===== config.mk =====
export PLATFORM = sky130hd
export DESIGN_NAME = modexp_sequencer
export DESIGN_NICKNAME = d
export VERILOG_FILES = /design/src/rtl/modexp_sequencer.sv
export SDC_FILE = /design/constraint.sdc
export NUM_CORES = 1
export LEC_CHECK = 0
export ABC_AREA = 1
export BUFFER_PORTS_ARGS = -buffer_cell sky130_fd_sc_hd__buf_2
export CAP_MARGIN = 25
export CORE_ASPECT_RATIO = 1.5
export CORE_UTILIZATION = 60
export CTS_BUF_LIST = sky130_fd_sc_hd__clkbuf_8
export DETAILED_ROUTE_END_ITERATION = 10
export PLACE_DENSITY = 0.86
export SLEW_MARGIN = 0
export SYNTH_ARGS = -nofsm -noshare
export SYNTH_HDL_FRONTEND = slang
export SYNTH_SLANG_ARGS = --single-unit

===== constraint.sdc =====
create_clock -name clk_in -period 2.7 [get_ports clk_in]
set_input_delay 0.135 -clock clk_in [delete_from_list [all_inputs] [get_ports clk_in]]
set_output_delay 0.135 -clock clk_in [all_outputs]
set_load 0.01 [all_outputs]

===== src/rtl/modexp_sequencer.sv =====
// modexp_sequencer
//   Control sequencer for a left-to-right (MSB first) Montgomery modular
//   exponentiation. It launches one streaming datapath pass at a time
//   (INIT, then SQUARE per exponent bit, MULT for every 1 bit, then FROMMONT)
//   and fetches exponent blocks from an external store as the bit index
//   crosses a block boundary.
//
// Ports
//   clk_in          single clock
//   rst_in          asynchronous, active-high reset
//   start_in        one-cycle request to begin an exponentiation
//   exp_addr_out    exponent block index presented to the exponent store
//   exp_block_in    exponent block data, valid one cycle after exp_addr_out
//   pass_start_out  one-cycle pulse launching one datapath pass
//   pass_op_out     pass opcode: 00 INIT, 01 SQUARE, 10 MULT, 11 FROMMONT
//   pass_done_in    one-cycle pulse: the current pass has drained
//   busy_out        high from the cycle after an accepted start until done_out
//   done_out        one-cycle pulse: exponentiation complete
module modexp_sequencer #(
  parameter int REGISTER_SIZE = 32,
  parameter int EXP_BITS      = 2048
) (
  input  logic                                          clk_in,
  input  logic                                          rst_in,
  input  logic                                          start_in,
  output logic [$clog2(EXP_BITS/REGISTER_SIZE)-1:0]     exp_addr_out,
  input  logic [REGISTER_SIZE-1:0]                      exp_block_in,
  output logic                                          pass_start_out,
  output logic [1:0]                                    pass_op_out,
  input  logic                                          pass_done_in,
  output logic                                          busy_out,
  output logic                                          done_out
);

  localparam int NBLK = EXP_BITS / REGISTER_SIZE;
  localparam int AW   = $clog2(NBLK);
  localparam int BW   = $clog2(EXP_BITS);
  localparam int PW   = $clog2(REGISTER_SIZE);

  localparam logic [1:0] OP_INIT     = 2'b00;
  localparam logic [1:0] OP_SQUARE   = 2'b01;
  localparam logic [1:0] OP_MULT     = 2'b10;
  localparam logic [1:0] OP_FROMMONT = 2'b11;

  typedef enum logic [2:0] {
    S_IDLE,
    S_FETCH,
    S_LATCH,
    S_ISSUE,
    S_WAIT,
    S_DONE
  } state_t;

  state_t                   state_q, state_d;
  logic [BW-1:0]            bit_q, bit_d;     // current exponent bit index
  logic [PW-1:0]            pos_q, pos_d;     // bit position inside the latched block
  logic [AW-1:0]            addr_q, addr_d;   // block index (= bit index / REGISTER_SIZE)
  logic [1:0]               op_q, op_d;
  logic                     busy_q, busy_d;
  logic [REGISTER_SIZE-1:0] blk_q, blk_d;     // latched exponent block
  logic                     advance;          // move on to the next lower bit

  always_comb begin
    state_d = state_q;
    bit_d   = bit_q;
    pos_d   = pos_q;
    addr_d  = addr_q;
    op_d    = op_q;
    busy_d  = busy_q;
    blk_d   = blk_q;
    advance = 1'b0;

    case (state_q)
      S_IDLE: begin
        if (start_in) begin
          bit_d   = BW'(EXP_BITS - 1);
          pos_d   = PW'(REGISTER_SIZE - 1);
          op_d    = OP_INIT;
          busy_d  = 1'b1;
          state_d = S_ISSUE;
        end
      end

      // exp_addr_out was loaded on entry, so the store answers in LATCH
      S_FETCH: state_d = S_LATCH;

      S_LATCH: begin
        blk_d   = exp_block_in;
        op_d    = OP_SQUARE;
        state_d = S_ISSUE;
      end

      S_ISSUE: state_d = S_WAIT;

      S_WAIT: begin
        if (pass_done_in) begin
          case (op_q)
            OP_INIT: begin
              // the top bit always sits at the top of the last block
              addr_d  = AW'(NBLK - 1);
              state_d = S_FETCH;
            end
            OP_SQUARE: begin
              if (blk_q[pos_q]) begin
                op_d    = OP_MULT;
                state_d = S_ISSUE;
              end else begin
                advance = 1'b1;
              end
            end
            OP_MULT: advance = 1'b1;
            default: begin
              busy_d  = 1'b0;
              state_d = S_DONE;
            end
          endcase
        end

        if (advance) begin
          if (bit_q == '0) begin
            // no wrap below bit 0: finish with the conversion pass instead
            op_d    = OP_FROMMONT;
            state_d = S_ISSUE;
          end else begin
            bit_d = bit_q - BW'(1);
            if (pos_q == '0) begin
              pos_d   = PW'(REGISTER_SIZE - 1);
              addr_d  = addr_q - AW'(1);
              state_d = S_FETCH;
            end else begin
              pos_d   = pos_q - PW'(1);
              op_d    = OP_SQUARE;
              state_d = S_ISSUE;
            end
          end
        end
      end

      S_DONE: state_d = S_IDLE;

      default: state_d = S_IDLE;
    endcase
  end

  always_ff @(posedge clk_in or posedge rst_in) begin
    if (rst_in) begin
      state_q <= S_IDLE;
      bit_q   <= '0;
      pos_q   <= '0;
      addr_q  <= '0;
      op_q    <= OP_INIT;
      busy_q  <= 1'b0;
    end else begin
      state_q <= state_d;
      bit_q   <= bit_d;
      pos_q   <= pos_d;
      addr_q  <= addr_d;
      op_q    <= op_d;
      busy_q  <= busy_d;
    end
  end

  // Block data is only consumed after a LATCH, so it needs no reset
  always_ff @(posedge clk_in) begin
    blk_q <= blk_d;
  end

  assign exp_addr_out   = addr_q;
  assign pass_start_out = (state_q == S_ISSUE);
  assign pass_op_out    = op_q;
  assign busy_out       = busy_q;
  assign done_out       = (state_q == S_DONE);

endmodule


-- Yosys cells after proc, flatten, opt, wreduce, memory -nomap -nowiden
Cells that the tools add are included.
- register bits: 60
- bits in latches: 0
- memory bits (writable): 0
- memory bits (read-only): 0
- input bits: 36
- memories: 0
- $add $sub $neg: 3
- multipliers: 0
- divide/modulo/power cells: 0
- magnitude comparators: 1
- equality and inequality tests: 15
- shift-type cells: 0
- mux-type cells: 40
- bitwise logic cells: 0
- reductions and logical operators: 11
- operator list (operator ; number):
    11-bit two-way mux ; 3
    6-bit two-way mux ; 5
    11-bit case mux with 2 select lines ; 1
    5-bit two-way mux ; 4
    2-bit two-way mux ; 9
    3-bit case mux with 5 select lines ; 1
    3-bit two-way mux ; 4
    4-bit AND reduction ; 3
    11-bit logical NOT ; 1
    11-bit by 1-bit subtractor with 11-bit output (second input constant) ; 1
    2-bit != test (second input constant) ; 5
    5-bit case mux with 2 select lines ; 1
    3-bit case mux with 3 select lines ; 1
    1-bit two-way mux ; 7
    3-bit by 2-bit == test with 1-bit output (second input constant) ; 2
    3-bit == test (second input constant) ; 2
    5-bit by 6-bit < comparator with 1-bit output (second input constant) ; 1
    3-bit != test (second input constant) ; 2
    2-bit case mux with 3 select lines ; 1
    6-bit by 1-bit subtractor with 6-bit output (second input constant) ; 1
    1-bit binary-select mux with 5-bit select ; 1
    5-bit logical NOT ; 1
    5-bit by 1-bit subtractor with 5-bit output (second input constant) ; 1
    4-bit != test (second input constant) ; 1
    other kinds (10) ; 11

-- Depth between registers and ports, before layout
Gate-level depths: netlist (run 1).
- depth in word-level cells: 9
- depth in mapped cells: 17
- gate-level depth less buffers: 16

-- Worst setup path after synthesis (run 1)
No wires, ideal clock.
- kind: register to register
- start point: register state_q[2]
- end point: register blk_q[0] (enable)
- data arrival time: 1.963 ns
- slack: 0.316 ns
- stages on the path, launching flop included: 4
- path through: dfrtp_1 inv_1 nand2_1 nor2_1
- word-level cells in the longest chain between the ends: 1
- RTL lines (what ; line ; RTL):
    start: declaration ; 54 ; state_t state_q, state_d;
    start signal: assignment ; 154 ; state_q <= state_d;
    3-bit by 2-bit == test with 1-bit output ; 73 ; case (state_q)
    end signal: assignment ; 165 ; blk_q <= blk_d;
    end: declaration ; 60 ; logic [REGISTER_SIZE-1:0] blk_q, blk_d;
No other way between the ends.
A chain may end at the register's enable or synchronous reset.

-- Worst setup path in the final report (run 1)
- start point: register pos_q[1]
- end point: register bit_q[3]
- word-level cells in the longest chain between the ends: 8
- RTL lines (what ; line ; RTL):
    start: declaration ; 56 ; logic [PW-1:0] pos_q, pos_d;
    start signal: assignment ; 156 ; pos_q <= pos_d;
    1-bit binary-select mux with 5-bit select ; 104 ; if (blk_q[pos_q]) begin
    1-bit two-way mux (not written as such) ; 104 ;
    1-bit two-way mux ; 104 ;
    1-bit case mux with 2 select lines ; 97 ; case (op_q)
    1-bit two-way mux ; 96 ; if (pass_done_in) begin
    1-bit two-way mux ; 73 ;
    2-bit != test (no line) ; - ;
    4-bit AND reduction (no line) ; - ;
    end signal: assignment ; 155 ; bit_q <= bit_d;
    end: declaration ; 55 ; logic [BW-1:0] bit_q, bit_d;
No other way between the ends. The select of a mux whose other input is x is not followed.

==> key figures, run 1 <==
Setup path
  • CP endpoint kind: flop
  • FF-to-FF End: bit_q[3]$_DFFE_PP0P_
  • CP startpoint: pos_q[1]$_DFFE_PP0P_
  • CP max stage delay: 0.62 ns
  • Critical path destination: bit_q[3]$_DFFE_PP0P_
  • Startpoint types: flop
  • Max FO, Critical Path: 32
  • Slowest CP cell: dfrtp_1
  • Register-to-Register Path Depth: 14
  • Worst r2r src: pos_q[1]$_DFFE_PP0P_
  • Worst path bufs/invs: 1
  • WP data required: 2.96 ns
  • WP depth: 14
  • Crit Path Class: reg2reg
  • Crit path DAT: 2.75 ns
  • Crit path cell chain: clkinv_4 -> nor2_1 -> o21ai_0 -> nand3_1 -> nand3_1 -> nand2_1 -> nand2_1 -> nand2_2 -> nand2_4 -> nand2_8 -> nand2_4 -> nand2_4 -> nand2_1 -> o21ai_2
  • R2R setup slack: 0.21 ns
  • CP delay by family, top: simple AND/OR/NAND/NOR gates

Power
  • Sw frac: 0.451
  • Leak Pwr: 2.00 nW
  • Clock power share: 0.159
  • Psw: 2.11 mW
  • Comb power frac: 0.477
  • Pwr dens: 1120 nW/um^2
  • Peak supply drop: 0.785 mV
  • Sequential share of power: 0.364
  • Cell internal pwr: 2.57 mW

Clock tree
  • Clock slew at reported path FFs: 0.07 ns
  • Post-CTS setup buffers: 0
  • Sink Count: 60
  • H-tree depth: 3
  • Post-CTS sizing: 0
  • Hold_buf cts: 33
  • Worst-Skew Late Latency: 0.34 ns
  • Root Buffer: clkbuf_8
  • CTS tree: done
  • CTS buffer count: 9
  • Max clock buf depth: 2

Detailed routing
  • Wirelength per Cell: 14.6 um
  • DRC viols: 0
  • Vias/cell: 5.46
  • Via Count: 3036
  • Antenna Violating Nets Remaining: 0
  • Total Routed Length: 8110 um
  • DR iter-0 viols: 320
  • First-pass DRT Iterations: 5

Status
  • Status: finished clean

STA
  • TNS Setup: 0 ns
  • Final setup fails: 0
  • Tmin final: 2.49 ns
  • Tcrit/Tclk final: 0.921
  • Max-slew headroom: 0.571
  • Slew @ Worst Pin: 0.643 ns
  • Final hold violations: 0
  • RSZ-0062 raised after global routing: false
  • Final Skew: 0.0107 ns
  • Fin. max-slew vios: 0
  • Fmax: 0.402 GHz

Floorplan
  • Core Area: 5450 sq um
  • Die width: 63.3 um
  • FP Rows: 33
  • Die area: 5950 sq um
  • Die height: 94 um
  • IO Pins: 47
  • Starting density of the core: 0.621

Synth
  • Cell Area, Synth: 3390 sq um
  • Synth unique cells: 36
  • Yosys warns: 0
  • Mean Syn Cell Area: 8.51 sq um
  • Synth Register Bits: 60
  • Gate Count Post-Synth: 398
  • Synth Net Count: 441
  • Register area share after synthesis: 0.491

Global route
  • First-pass GRT wire length: 13700 um
  • Vias in the first global route: 3035
  • GRT Total Usage: 0.304
  • Largest net degree at the start of global routing: 33
  • GR Overflow Total: 0
  • Initial antenna violation count: 0

Cells and area
  • P&R area growth vs syn: 23.3%
  • Proportion of layout cells with a drive suffix above 1: 0.202
  • Layout fillers: 361
  • Final Non-Filler Cells: 556
  • Ant. Diodes: 0
  • Nets: 524

Hold path
  • Hold Path Stages: 2
  • Hold Path Class: in2reg

Flow run
  • Max-cap check violation count: 0

Place
  • I/O Buffers: 46
  • Placed Instances: 507
  • HPWL after DPL: 5120 um
  • Gp weighted congestion: 0.897
[cells by family (layout without fill, tap and decap cells)]
logic type	count (synthesis)	count (layout)	share of synthesized area
flip-flops	60	60	0.491
XOR/XNOR	8	8	0.0207
AND/OR/NAND/NOR	203	203	0.265
buffers and inverters	65	153	0.0905
adder cells (fa/ha/maj)	7	7	0.0259
AO/OA/AOI/OAI	53	53	0.102
multiplexers	2	2	0.00591
[cell type report]
cell class | instances | area, sq um | area share
flip-flops and latches | 60 | 1660 | 0.398
multi-input cells | 273 | 1420 | 0.340
repair buffers | 85 | 626 | 0.150
inverters | 52 | 200 | 0.0479
clock buffers | 11 | 151 | 0.0363
well taps | 70 | 87.6 | 0.0210
clock inverters | 5 | 28.8 | 0.00689
[stage by stage]
stage | setup slack (ns) | utilization | hold slack [ns] | instance area [sq um] | power, mW
after floorplan | 0.316 | - | 0.200 | 3390 | 3.40
after global placement | 0.528 | 0.667 | 0.312 | 3640 | 3.70
after detailed placement | 0.467 | 0.672 | 0.245 | 3660 | 3.82
after CTS | 0.311 | 0.766 | 0.0637 | 4180 | 4.62
after global routing | 0.0622 | 0.766 | 0.0698 | 4180 | 5.04
final | 0.213 | 0.766 | 0.0674 | 4180 | 4.67
[worst register-to-register path, cell delays in order (launching register included)]
cell and delay, ns:
dfrtp_1 0.62, clkinv_4 0.18, nor2_1 0.15, o21ai_0 0.11
nand3_1 0.12, nand3_1 0.11, nand2_1 0.12, nand2_1 0.08
nand2_2 0.08, nand2_4 0.10, nand2_8 0.11, nand2_4 0.06
nand2_4 0.34, nand2_1 0.14, o21ai_2 0.09
[how the worst min path moves through the flow]
stage	from	endpoint
detailed placement	rst_in	bit_q[3]$_DFFE_PP0P_
finish	start_in	busy_out$_DFFE_PP0P_
floorplan	rst_in	bit_q[0]$_DFFE_PP0P_
CTS	start_in	busy_out$_DFFE_PP0P_
global placement	exp_block_in[26]	blk_q[26]$_DFFE_PN_
global route	start_in	busy_out$_DFFE_PP0P_
[registers in the layout, indices dropped and copies added, names as in the netlist]
signal and count:
bit_q 11, pass_op_out 2, pos_q 5, state_q 3
busy_out 1, blk_q 32, exp_addr_out 6
[cell usage after synthesis]
cell type,n,area (sq um)
or2_1,1,6.26
o21ai_0,17,85.1
buf_6,6,67.6
nand3_1,31,155
inv_1,48,180
nand3b_1,2,15.0
o21ai_1,5,25.0
edfxtp_1,32,961
nand2_4,3,33.8
or2_2,2,12.5
o41ai_1,1,8.76
xnor2_1,3,26.3
clkbuf_1,5,18.8
a32o_1,1,10.0
nand4_1,5,31.3
nand2_2,5,31.3
clkinv_4,1,8.76
o31ai_1,1,7.51
inv_2,1,3.75
a21oi_1,8,40.0
dfrtp_1,28,701
o21bai_1,2,15.0
nor3_1,6,30.0
ha_1,7,87.6
o21ai_2,16,140
o22ai_1,1,6.26
nor2_1,35,131
nand2_1,111,417
clkinv_1,2,7.51
mux2i_1,2,20.0
nand2_8,1,20.0
buf_8,1,15.0
a31oi_1,1,6.26
buf_2,1,5.00
nor3b_2,1,12.5
xor2_1,5,43.8
[cell usage in the layout, fill, tap and decap left out, types with 2 or more instances in the layout]
cell type,instances
nand2_1,111
inv_1,49
buf_2,46
nor2_1,34
dlygate4sd3_1,33
edfxtp_1,32
nand3_1,31
dfrtp_1,28
o21ai_0,17
o21ai_2,16
clkbuf_8,11
a21oi_1,8
ha_1,7
nor3_1,6
o21ai_1,5
nand2_2,5
nand4_1,5
xor2_1,5
buf_4,5
nand2_4,3
xnor2_1,3
clkinv_1,2
nand3b_1,2
o21bai_1,2
mux2i_1,2
or2_2,2
clkinv_2,2
clkinvlp_4,2
[per-layer routing]
metal | wire length, um | share of wire | GRT usage
met5 | 0 | 0 | 0
met4 | 267 | 0.033 | 0.134
met3 | 428 | 0.053 | 0.0631
met2 | 4420 | 0.54 | 0.553
met1 | 3000 | 0.37 | 0.335
[power groups by stage]
stage          sequential [mW]  combinational, mW  clock (mW)
2_1_floorplan             1.65               1.75           0
3_3_place_gp              1.67               2.03           0
3_5_place_dp              1.69               2.12           0
4_1_cts                   1.68               2.19       0.747
5_1_grt                   1.74               2.52       0.790
6_report                  1.70               2.23       0.743
Note: power is estimated with default switching activity, not from simulation.
==> inputs of run 2 (changes only) <==
--- a/config.mk
+++ b/config.mk
@@ -12,7 +12,9 @@
 export CORE_UTILIZATION = 60
 export CTS_BUF_LIST = sky130_fd_sc_hd__clkbuf_8
 export DETAILED_ROUTE_END_ITERATION = 10
+export GPL_TIMING_DRIVEN = 1
 export PLACE_DENSITY = 0.86
+export RECOVER_POWER = 50
 export SLEW_MARGIN = 0
 export SYNTH_ARGS = -nofsm -noshare
 export SYNTH_HDL_FRONTEND = slang
==> run 2 against run 1 <==
Effect of this change:
- worst hold slack improved by 0.0015 ns
- largest cell class unchanged
- combinational power barely moved
- die area unchanged
- maximum frequency about the same
- global-route usage is the same
- flip-flop and latch count unchanged
- register-to-register slack about the same
==> key figures, run 2 (same netlist as run 1, synthesis figures left out) <==
Status
  • Status: finished clean

Floorplan
  • FP Rows: 33
  • Die area: 5950 sq um
  • IO Pins: 47
  • Core Area: 5450 sq um
  • Die width: 63.3 um
  • Starting density of the core: 0.621
  • Die height: 94 um

Detailed routing
  • DRC viols: 0
  • Wirelength per Cell: 14.6 um
  • Vias/cell: 5.42
  • First-pass DRT Iterations: 5
  • DR iter-0 viols: 443
  • Total Routed Length: 8130 um
  • Via Count: 3015
  • Antenna Violating Nets Remaining: 0

STA
  • Max-slew headroom: 0.396
  • Tmin final: 2.49 ns
  • RSZ-0062 raised after global routing: false
  • Final Skew: 0.0132 ns
  • Tcrit/Tclk final: 0.921
  • Final setup fails: 0
  • Final hold slack: 0.0689 ns
  • Fin. max-slew vios: 0
  • Final hold violations: 0
  • Slew @ Worst Pin: 0.906 ns
  • TNS Setup: 0 ns
  • Fmax: 0.402 GHz

Clock tree
  • Root Buffer: clkbuf_8
  • CTS tree: done
  • H-tree depth: 3
  • Max clock buf depth: 2
  • Clock slew at reported path FFs: 0.08 ns
  • Worst-Skew Late Latency: 0.34 ns
  • Post-CTS setup buffers: 0
  • CTS buffer count: 9
  • Sink Count: 60

Global route
  • Largest net degree at the start of global routing: 33
  • First-pass GRT wire length: 13700 um
  • Vias in the first global route: 3035
  • Initial antenna violation count: 0
  • GR Overflow Total: 0
  • GRT Total Usage: 0.304

Setup path
  • Crit path cell chain: clkinv_4 -> nor2_1 -> o21ai_0 -> nand3_1 -> nand3_1 -> nand2_1 -> nand2_1 -> nand2_2 -> nand2_4 -> nand2_8 -> nand2_4 -> nand2_4 -> nand2_1 -> o21ai_2
  • Crit Path Class: reg2reg
  • Worst path bufs/invs: 1
  • WP data required: 2.97 ns
  • Startpoint types: flop
  • Slowest CP cell: dfrtp_1
  • CP max stage delay: 0.61 ns
  • CP delay by family, top: simple AND/OR/NAND/NOR gates
  • CP endpoint kind: flop
  • Max FO, Critical Path: 32
  • Crit path DAT: 2.75 ns

Power
  • Peak supply drop: 0.776 mV
  • Leak Pwr: 1.97 nW
  • Power, Total: 4.67 mW
  • Pwr dens: 1130 nW/um^2

Cells and area
  • Most frequent cells in the layout: 111 x nand2_1, 49 x inv_1, 39 x buf_2, 34 x nor2_1, 33 x dlygate4sd3_1
  • Nets: 524
  • Layout fillers: 368
  • Flip-flop and latch area: 1660 sq um
  • P&R area growth vs syn: 22.4%
  • Max reg flops: 32
  • Ant. Diodes: 0
  • Most common cell after layout, fill and taps aside: nand2_1
  • Top reg by flops: blk_q
  • Proportion of layout cells with a drive suffix above 1: 0.185
  • Multi-input combinational cell area: 1420 sq um

Place
  • Gp weighted congestion: 0.897
  • HPWL after DPL: 5120 um
  • I/O Buffers: 46

Hold path
  • Hold Path Class: in2reg

Flow run
  • Max-cap check violation count: 0
## run 2: changes by cell type in the layout (fill, tap and decap cells not counted), sizes merged
cell and delta:
clkbuf +8, buf -8
## run 2: per-stage QoR
step,setup slack [ns],util,cells,instance area (sq um)
4_1_cts,0.311,0.766,556,4180
2_1_floorplan,0.316,-,398,3390
6_report,0.214,0.760,556,4140
3_5_place_dp,0.467,0.672,507,3660
5_1_grt,0.0622,0.760,556,4140
3_3_place_gp,0.528,0.667,506,3640
## run 2: path summary, 6_finish.rpt
check                                     start                           to  slack [ns]  cells after the start
min in group asynchronous                rst_in         bit_q[3]$_DFFE_PP0P_        0.39                      3
setup reg to reg           pos_q[1]$_DFFE_PP0P_         bit_q[3]$_DFFE_PP0P_        0.21                     14
setup / recovery           pos_q[1]$_DFFE_PP0P_         bit_q[3]$_DFFE_PP0P_        0.21                     14
max in group asynchronous                rst_in  exp_addr_out[0]$_DFFE_PP0P_        1.10                      4
hold / removal                         start_in         busy_out$_DFFE_PP0P_        0.07                      2
hold reg to reg            bit_q[0]$_DFFE_PP0P_         bit_q[0]$_DFFE_PP0P_        0.50                      2
## run 2: metal layers
metal | vias to the layer above | track usage | wire length, um
met1 | 1413 | 0.335 | 3070
met5 | - | 0 | 0
met3 | 30 | 0.0631 | 365
li1 | 1455 | - | -
met2 | 117 | 0.553 | 4430
met4 | 0 | 0.134 | 260
## run 2: area by class of cell
cell class,instances,share of cell area
Sequential cell,60,0.401
Multi-Input combinational cell,273,0.343
Timing Repair Buffer,85,0.143
Inverter,52,0.0483
Clock buffer,11,0.0365
Tap cell,70,0.0211
Clock inverter,5,0.00695
## run 2: where the power goes
group | total, mW | switching, mW | internal (mW)
logic | 2.22 | 1.43 | 0.784
clock network | 0.750 | 0.374 | 0.377
registers | 1.70 | 0.305 | 1.39
total | 4.67 | 2.11 | 2.55
## run 2: what timing repair did
action | CTS | global route
setup endpoints to repair | 0 | 0
hold endpoints to repair | 44 | 0
gates resized for setup | 0 | 0
hold buffers | 33 | 0
